## config.mk

```make
export PLATFORM = sky130hd
export DESIGN_NAME = writeback_stage_pipelined
export DESIGN_NICKNAME = d
export VERILOG_FILES = /design/src/rtl/writeback_stage_pipelined.sv
export SDC_FILE = /design/constraint.sdc
export NUM_CORES = 1
export LEC_CHECK = 0
export ABC_AREA = 1
export CELL_PAD_IN_SITES_DETAIL_PLACEMENT = 2
export CELL_PAD_IN_SITES_GLOBAL_PLACEMENT = 2
export CORE_AREA = 3 3 117 232
export CTS_BUF_LIST = sky130_fd_sc_hd__clkbuf_2 sky130_fd_sc_hd__clkbuf_4 sky130_fd_sc_hd__clkbuf_8
export DETAILED_ROUTE_END_ITERATION = 8
export DIE_AREA = 0 0 120 235
export DONT_BUFFER_PORTS = 1
export GPL_TIMING_DRIVEN = 1
export PLACE_DENSITY = 0.89
export SETUP_SLACK_MARGIN = 0.3
export SYNTH_ARGS = -nofsm -noshare
export SYNTH_HDL_FRONTEND = slang
export SYNTH_SLANG_ARGS = --single-unit
export TNS_END_PERCENT = 1
```

## constraint.sdc

```tcl
create_clock -name clk -period 2.95 [get_ports clk]
set_input_delay 0.295 -clock clk [delete_from_list [all_inputs] [get_ports clk]]
set_output_delay 0.295 -clock clk [all_outputs]
set_load 0.01 [all_outputs]
```

## src/rtl/writeback_stage_pipelined.sv

```systemverilog
// Registered write-back stage: one-instruction slot, variable-latency load wait,
// sub-word load alignment, next-PC/redirect generation, flush and retire counter.
//
// state    | meaning
// EMPTY    | no instruction in the slot
// HOLD     | non-load in the slot, retires next cycle
// WAIT_MEM | load in the slot, waiting for its memory response
module writeback_stage_pipelined #(
    parameter int DWIDTH  = 32,
    parameter int AWIDTH  = 32,
    parameter int RWIDTH  = 5,
    parameter int CNTW    = 64,
    parameter int PC_STEP = 4
) (
    input  logic              clk,
    input  logic              reset,
    input  logic              in_valid_i,
    output logic              in_ready_o,
    input  logic [AWIDTH-1:0] pc_i,
    input  logic [DWIDTH-1:0] alu_res_i,
    input  logic [RWIDTH-1:0] rd_i,
    input  logic              regwren_i,
    input  logic [1:0]        wbsel_i,
    input  logic [2:0]        funct3_i,
    input  logic              brtaken_i,
    input  logic              flush_i,
    input  logic              mem_rsp_valid_i,
    input  logic [DWIDTH-1:0] mem_rsp_data_i,
    output logic              rd_wren_o,
    output logic [RWIDTH-1:0] rd_addr_o,
    output logic [DWIDTH-1:0] writeback_data_o,
    output logic [AWIDTH-1:0] next_pc_o,
    output logic              redirect_o,
    output logic              misalign_o,
    output logic              retire_o,
    output logic [CNTW-1:0]   instret_o
);
    localparam logic [1:0] WB_ALU = 2'd0;
    localparam logic [1:0] WB_MEM = 2'd1;
    localparam logic [1:0] WB_PC  = 2'd2;

    typedef enum logic [1:0] {EMPTY, HOLD, WAIT_MEM} state_t;

    state_t            state_q, state_d;
    logic [AWIDTH-1:0] pc_q, pc_d;
    logic [DWIDTH-1:0] alu_q, alu_d;
    logic [RWIDTH-1:0] rd_q, rd_d;
    logic              regwren_q, regwren_d;
    logic [1:0]        wbsel_q, wbsel_d;
    logic [2:0]        funct3_q, funct3_d;
    logic              brtaken_q, brtaken_d;
    logic              discard_q, discard_d;
    logic [CNTW-1:0]   instret_q, instret_d;

    logic              retire_now, accept;
    logic [1:0]        offset;
    logic [7:0]        byte_sel;
    logic [15:0]       half_sel;
    logic [DWIDTH-1:0] load_data, wb_data;
    logic              load_mis, misalign;
    logic [AWIDTH-1:0] pc_seq;

    // A flushed slot never retires, even if its response shows up that cycle.
    assign retire_now = !flush_i &&
                        ((state_q == HOLD) ||
                         (state_q == WAIT_MEM && mem_rsp_valid_i && !discard_q));
    assign in_ready_o = (state_q == EMPTY) || retire_now;
    assign accept     = in_valid_i && in_ready_o && !flush_i;

    assign offset   = alu_q[1:0];
    assign half_sel = offset[1] ? mem_rsp_data_i[31:16] : mem_rsp_data_i[15:0];

    always_comb begin
        byte_sel = mem_rsp_data_i[7:0];
        case (offset)
            2'd1:    byte_sel = mem_rsp_data_i[15:8];
            2'd2:    byte_sel = mem_rsp_data_i[23:16];
            2'd3:    byte_sel = mem_rsp_data_i[31:24];
            default: byte_sel = mem_rsp_data_i[7:0];
        endcase
    end

    always_comb begin
        load_data = mem_rsp_data_i;
        load_mis  = (offset != 2'd0);
        case (funct3_q)
            3'b000: begin
                load_data = {{(DWIDTH-8){byte_sel[7]}}, byte_sel};
                load_mis  = 1'b0;
            end
            3'b100: begin
                load_data = {{(DWIDTH-8){1'b0}}, byte_sel};
                load_mis  = 1'b0;
            end
            3'b001: begin
                load_data = {{(DWIDTH-16){half_sel[15]}}, half_sel};
                load_mis  = offset[0];
            end
            3'b101: begin
                load_data = {{(DWIDTH-16){1'b0}}, half_sel};
                load_mis  = offset[0];
            end
            default: begin
                load_data = mem_rsp_data_i;
                load_mis  = (offset != 2'd0);
            end
        endcase
    end

    assign misalign = (wbsel_q == WB_MEM) && load_mis;
    assign pc_seq   = pc_q + AWIDTH'(PC_STEP);

    always_comb begin
        wb_data = alu_q;
        case (wbsel_q)
            WB_MEM:  wb_data = load_data;
            WB_PC:   wb_data = DWIDTH'(pc_seq);
            default: wb_data = alu_q;
        endcase
    end

    assign retire_o         = retire_now;
    assign rd_wren_o        = retire_now && regwren_q && (rd_q != '0) && !misalign;
    assign rd_addr_o        = rd_wren_o ? rd_q : '0;
    assign writeback_data_o = rd_wren_o ? wb_data : '0;
    assign next_pc_o        = retire_now ? (brtaken_q ? AWIDTH'(alu_q) : pc_seq) : '0;
    assign redirect_o       = retire_now && brtaken_q;
    assign misalign_o       = retire_now && misalign;
    assign instret_o        = instret_q;

    always_comb begin
        state_d   = state_q;
        pc_d      = pc_q;
        alu_d     = alu_q;
        rd_d      = rd_q;
        regwren_d = regwren_q;
        wbsel_d   = wbsel_q;
        funct3_d  = funct3_q;
        brtaken_d = brtaken_q;
        discard_d = discard_q;
        instret_d = instret_q;

        if (accept) begin
            pc_d      = pc_i;
            alu_d     = alu_res_i;
            rd_d      = rd_i;
            regwren_d = regwren_i;
            wbsel_d   = wbsel_i;
            funct3_d  = funct3_i;
            brtaken_d = brtaken_i;
        end

        if (flush_i)
            state_d = EMPTY;
        else if (accept)
            state_d = (wbsel_i == WB_MEM) ? WAIT_MEM : HOLD;
        else if (retire_now)
            state_d = EMPTY;

        // The response owed to a killed load must not satisfy a later load.
        if (mem_rsp_valid_i && discard_q)
            discard_d = 1'b0;
        if (flush_i && state_q == WAIT_MEM && !(mem_rsp_valid_i && !discard_q))
            discard_d = 1'b1;

        if (retire_now)
            instret_d = instret_q + CNTW'(1);
    end

    always_ff @(posedge clk) begin
        if (!reset) begin
            state_q   <= EMPTY;
            pc_q      <= '0;
            alu_q     <= '0;
            rd_q      <= '0;
            regwren_q <= 1'b0;
            wbsel_q   <= WB_ALU;
            funct3_q  <= '0;
            brtaken_q <= 1'b0;
            discard_q <= 1'b0;
            instret_q <= '0;
        end else begin
            state_q   <= state_d;
            pc_q      <= pc_d;
            alu_q     <= alu_d;
            rd_q      <= rd_d;
            regwren_q <= regwren_d;
            wbsel_q   <= wbsel_d;
            funct3_q  <= funct3_d;
            brtaken_q <= brtaken_d;
            discard_q <= discard_d;
            instret_q <= instret_d;
        end
    end
endmodule
```

==> flow_metrics.env <==
export IMPL_status="complete, but fails checks"
export IMPL_violations="hold timing, setup timing"
export IMPL_cp_start_kind="flip-flop"
export IMPL_globalplace_congestion=0.941
export IMPL_avgSynthCellArea_um2=5.99
export IMPL_r2r_cells=9
export IMPL_vias_per_cell=6.59
export IMPL_dr_max_layer_used="met5"
export IMPL_antenna_found_initial=17
export IMPL_die_x_um=120
export IMPL_nets=1749
export IMPL_power_mw=4.95
export IMPL_detail_route_antenna_nets=0
export IMPL_yosys_area_top_type="dfxtp_1"
export IMPL_worstPathRequired_ns=2.65
export IMPL_ir_drop_v=0.000288
export IMPL_htreeDepth=4
export IMPL_switchingPower_mw=1.80
export IMPL_drt_pass1_iter_count=8
export IMPL_synthTopCellsByArea="dfxtp_1, nand2_1, nor2_1, o21ai_0, inv_1"
export IMPL_p_leak_nw=4.40
export IMPL_ys_ff_latch=143
export IMPL_synth_top_area_share_pct=31.3
export IMPL_synthFlopType="dfxtp_1"
export IMPL_switching_share_pct=36.3
export IMPL_worst_slew_pin_slew_ns=0.980
export IMPL_power_frac_comb_pct=19.4
export IMPL_clock_fmax_mhz=296
export IMPL_hold_slack_ns=-0.00835
export IMPL_clkTransAtPathRegs_ns=0.11
export IMPL_clk_latency_ns=0.53
export IMPL_crit_path_frequent_cell="inv_1"
export IMPL_drive_gt1_share_pct=14.8
export IMPL_r2r_start="state_q[0]"
export IMPL_seq_area_frac_synth_pct=31.3
export IMPL_post_drt_wl_per_cell_um=36.1
export IMPL_period_share_pct=114
export IMPL_r2r_slack_ns=-0.12
export IMPL_maxCapViolCount=0
export IMPL_wl_met2_mm=34.2
export IMPL_path_depth=10
export IMPL_synth_edf_count=0
export IMPL_synth_warnings=0
export IMPL_ys_types=42
export IMPL_hp_class="input pin to flip-flop"
export IMPL_syn_area_um2=9150
export IMPL_vias=13100
export IMPL_dieArea_um2=28200
export IMPL_rsz0062_at_grt="yes"
export IMPL_io_pins=251
export IMPL_final_common_cell="nand2_1"
export IMPL_cp_cell_sequence="inv_1, ha_4, nand3_1, nand3_2, nor2_4, buf_12, clkinv_4, a21oi_1, nand2_1, inv_1"
export IMPL_cts_buffers=17
export IMPL_cts_sinks=143
export IMPL_synth_cells=1527
export IMPL_crit_family="simple AND/OR/NAND/NOR gates"
export IMPL_cp_slowest_cell="a21oi_1"
export IMPL_wl_mm=72.1
export IMPL_pre_cts_ws_ns=0.258
export IMPL_clock_power_share_pct=37.8
export IMPL_wl_met3_mm=6.83
export IMPL_drtIter0Drc=1283
export IMPL_start_util_pct=35.7
export IMPL_p_int_mw=3.15
export IMPL_grt_remaining_overflow=0
export IMPL_grtUsageTotal_pct=41.7
export IMPL_grt_max_degree=101
export IMPL_fin_crit_ns=3.37
export IMPL_startpoint="wbsel_q[1]"
export IMPL_row_count=83
export IMPL_synth_nets=1644
export IMPL_ctsRootBufferMaster="clkbuf_8"
export IMPL_die_h_um=235
export IMPL_grt_pass1_wl_mm=88.1
export IMPL_cts_tree="done"
export IMPL_hpwl_mm=40.4
export IMPL_portBuffers=0
export IMPL_wl_met1_mm=21.3
export IMPL_sequentialPowerShare_pct=42.8
export IMPL_final_max_slew_viol_count=0
export IMPL_cp_num_buf_inv=4
export IMPL_synthArstFlopShare_pct=0
export IMPL_synthToLayoutAreaGrowth_pct=26.3
export IMPL_r2r_end="alu_q[0]"
export IMPL_power_density_nw_per_um2=428
export IMPL_most_common_layout_cells="nand2_1, nor2_1, inv_1"
export IMPL_cts_max_path_buffers=2
export IMPL_endpoint="writeback_data_o[21]"
export IMPL_core_area_um2=25700
export IMPL_dp_cells=1877
export IMPL_setup_viol=15
export IMPL_final_setup_worst_slack_ns=-0.423
export IMPL_worstSetupEndpointType="output port"
export IMPL_max_slew_margin_rel_pct=34.4
export IMPL_finClkSkew_ns=0.0340
export IMPL_slowest_delay_ns=0.61
export IMPL_drc_errors=0
export IMPL_grt_pass1_vias=13600
export IMPL_worstSetupPathType="flip-flop to output port"
export IMPL_path_max_fanout=15
export IMPL_hold_violations=2
export IMPL_critPathArrivalTime_ns=3.08
export IMPL_fin_cells=1996
[cells in the mapped netlist (3+ instances only)]
cell type and number:
a31oi_1 10, xor2_1 14, nor3_2 3, clkinv_1 3
nor3b_1 3, o21ai_0 153, o22ai_1 9, dfxtp_1 143
nand3b_1 3, nand2_1 337, xnor2_1 9, clkbuf_1 39
nand4_1 34, a21oi_1 139, and3_1 4, ha_1 4
inv_1 197, buf_2 7, buf_6 12, o21bai_1 4
nor3_1 20, nor2_1 231, o211ai_1 5, o21ai_1 5
nand3_1 116
[worst min-delay path by stage]
stage             startpoint         end  slack (ns)  cells past startpoint
6_report             rd_i[0]     rd_q[0]      -0.008                      2
2_1_floorplan        flush_i  state_q[0]        0.37                      1
4_1_cts              rd_i[0]     rd_q[0]      0.0004                      2
5_1_grt        alu_res_i[30]   alu_q[30]       -0.01                      2
3_3_place_gp         flush_i  state_q[0]        0.38                      1
3_5_place_dp         flush_i  state_q[0]        0.38                      1
[flip-flops by register name, indices dropped and copies added, names as in the netlist]
signal,count
brtaken_q,1
regwren_q,1
instret_o,64
wbsel_q,2
alu_q,32
discard_q,1
rd_q,5
funct3_q,3
pc_q,32
state_q,2
[layer usage]
layer  global-route usage, %  vias up
met5                       0        -
met4                    40.5        6
met3                    11.4      577
met2                    74.8     1084
met1                    35.5     6296
li1                        -     5184
[worst register-to-register path, cell delays in order, from the launching register on]
cell and delay (ns):
dfxtp_1 0.50, nor2_4 0.08, nand2_2 0.10, nand2_2 0.10, nand2_4 0.15, o21ai_2 0.24
nand2_8 0.37, buf_4 0.43, o21ai_0 0.17, a21oi_1 0.74
[power by group through the flow]
| stage | clock (mW) | sequential, mW | combinational [mW] |
|---|---|---|---|
| finish | 1.87 | 2.12 | 0.959 |
| global route | 1.92 | 2.11 | 0.989 |
| CTS | 1.76 | 2.07 | 0.707 |
| detailed placement | 0 | 2.12 | 0.602 |
| global placement | 0 | 2.11 | 0.559 |
| floorplan | 0 | 2.09 | 0.422 |
[cell type report]
class,instances,area [um2]
repair buffers,149,1390
flip-flops and latches,143,2890
fillers,3096,14100
diodes,13,32.5
clock buffers,20,269
clock inverters,10,139
multi-input cells,1119,5630
inverters,202,777
well taps,340,425
[logic make-up (layout without fill, tap and decap cells)]
family / count (synthesis) / count (layout) / synth area share, %
flops: 143 / 143 / 31.3
compound gates: 335 / 335 / 19.2
xor+xnor: 23 / 23 / 2.20
fa+ha+maj: 4 / 4 / 0.547
buf+inv: 265 / 381 / 12.0
other cells: 0 / 13 / 0
simple gates: 757 / 757 / 34.7
[metrics by stage]
stage | utilization (%) | TNS (ns) | cell area, um2
after CTS | 42.5 | 0 | 10900
after global routing | 45.0 | -2.06 | 11500
after detailed placement | 38.1 | 0 | 9780
final | 45.0 | -2.13 | 11500
after floorplan | - | 0 | 9150
after global placement | 38.1 | 0 | 9780
[timing repair]
item | 4_1_cts | 5_1_grt
buffers inserted | 5 | 20
endpoints found under the setup margin | 69 | 151
resized for setup | 58 | 117
hold buffers | 48 | 0
pin swaps | 4 | 13
gates cloned | 1 | 2
hold endpoints to repair | 104 | 0
Note: power is estimated with default switching activity, not from simulation.
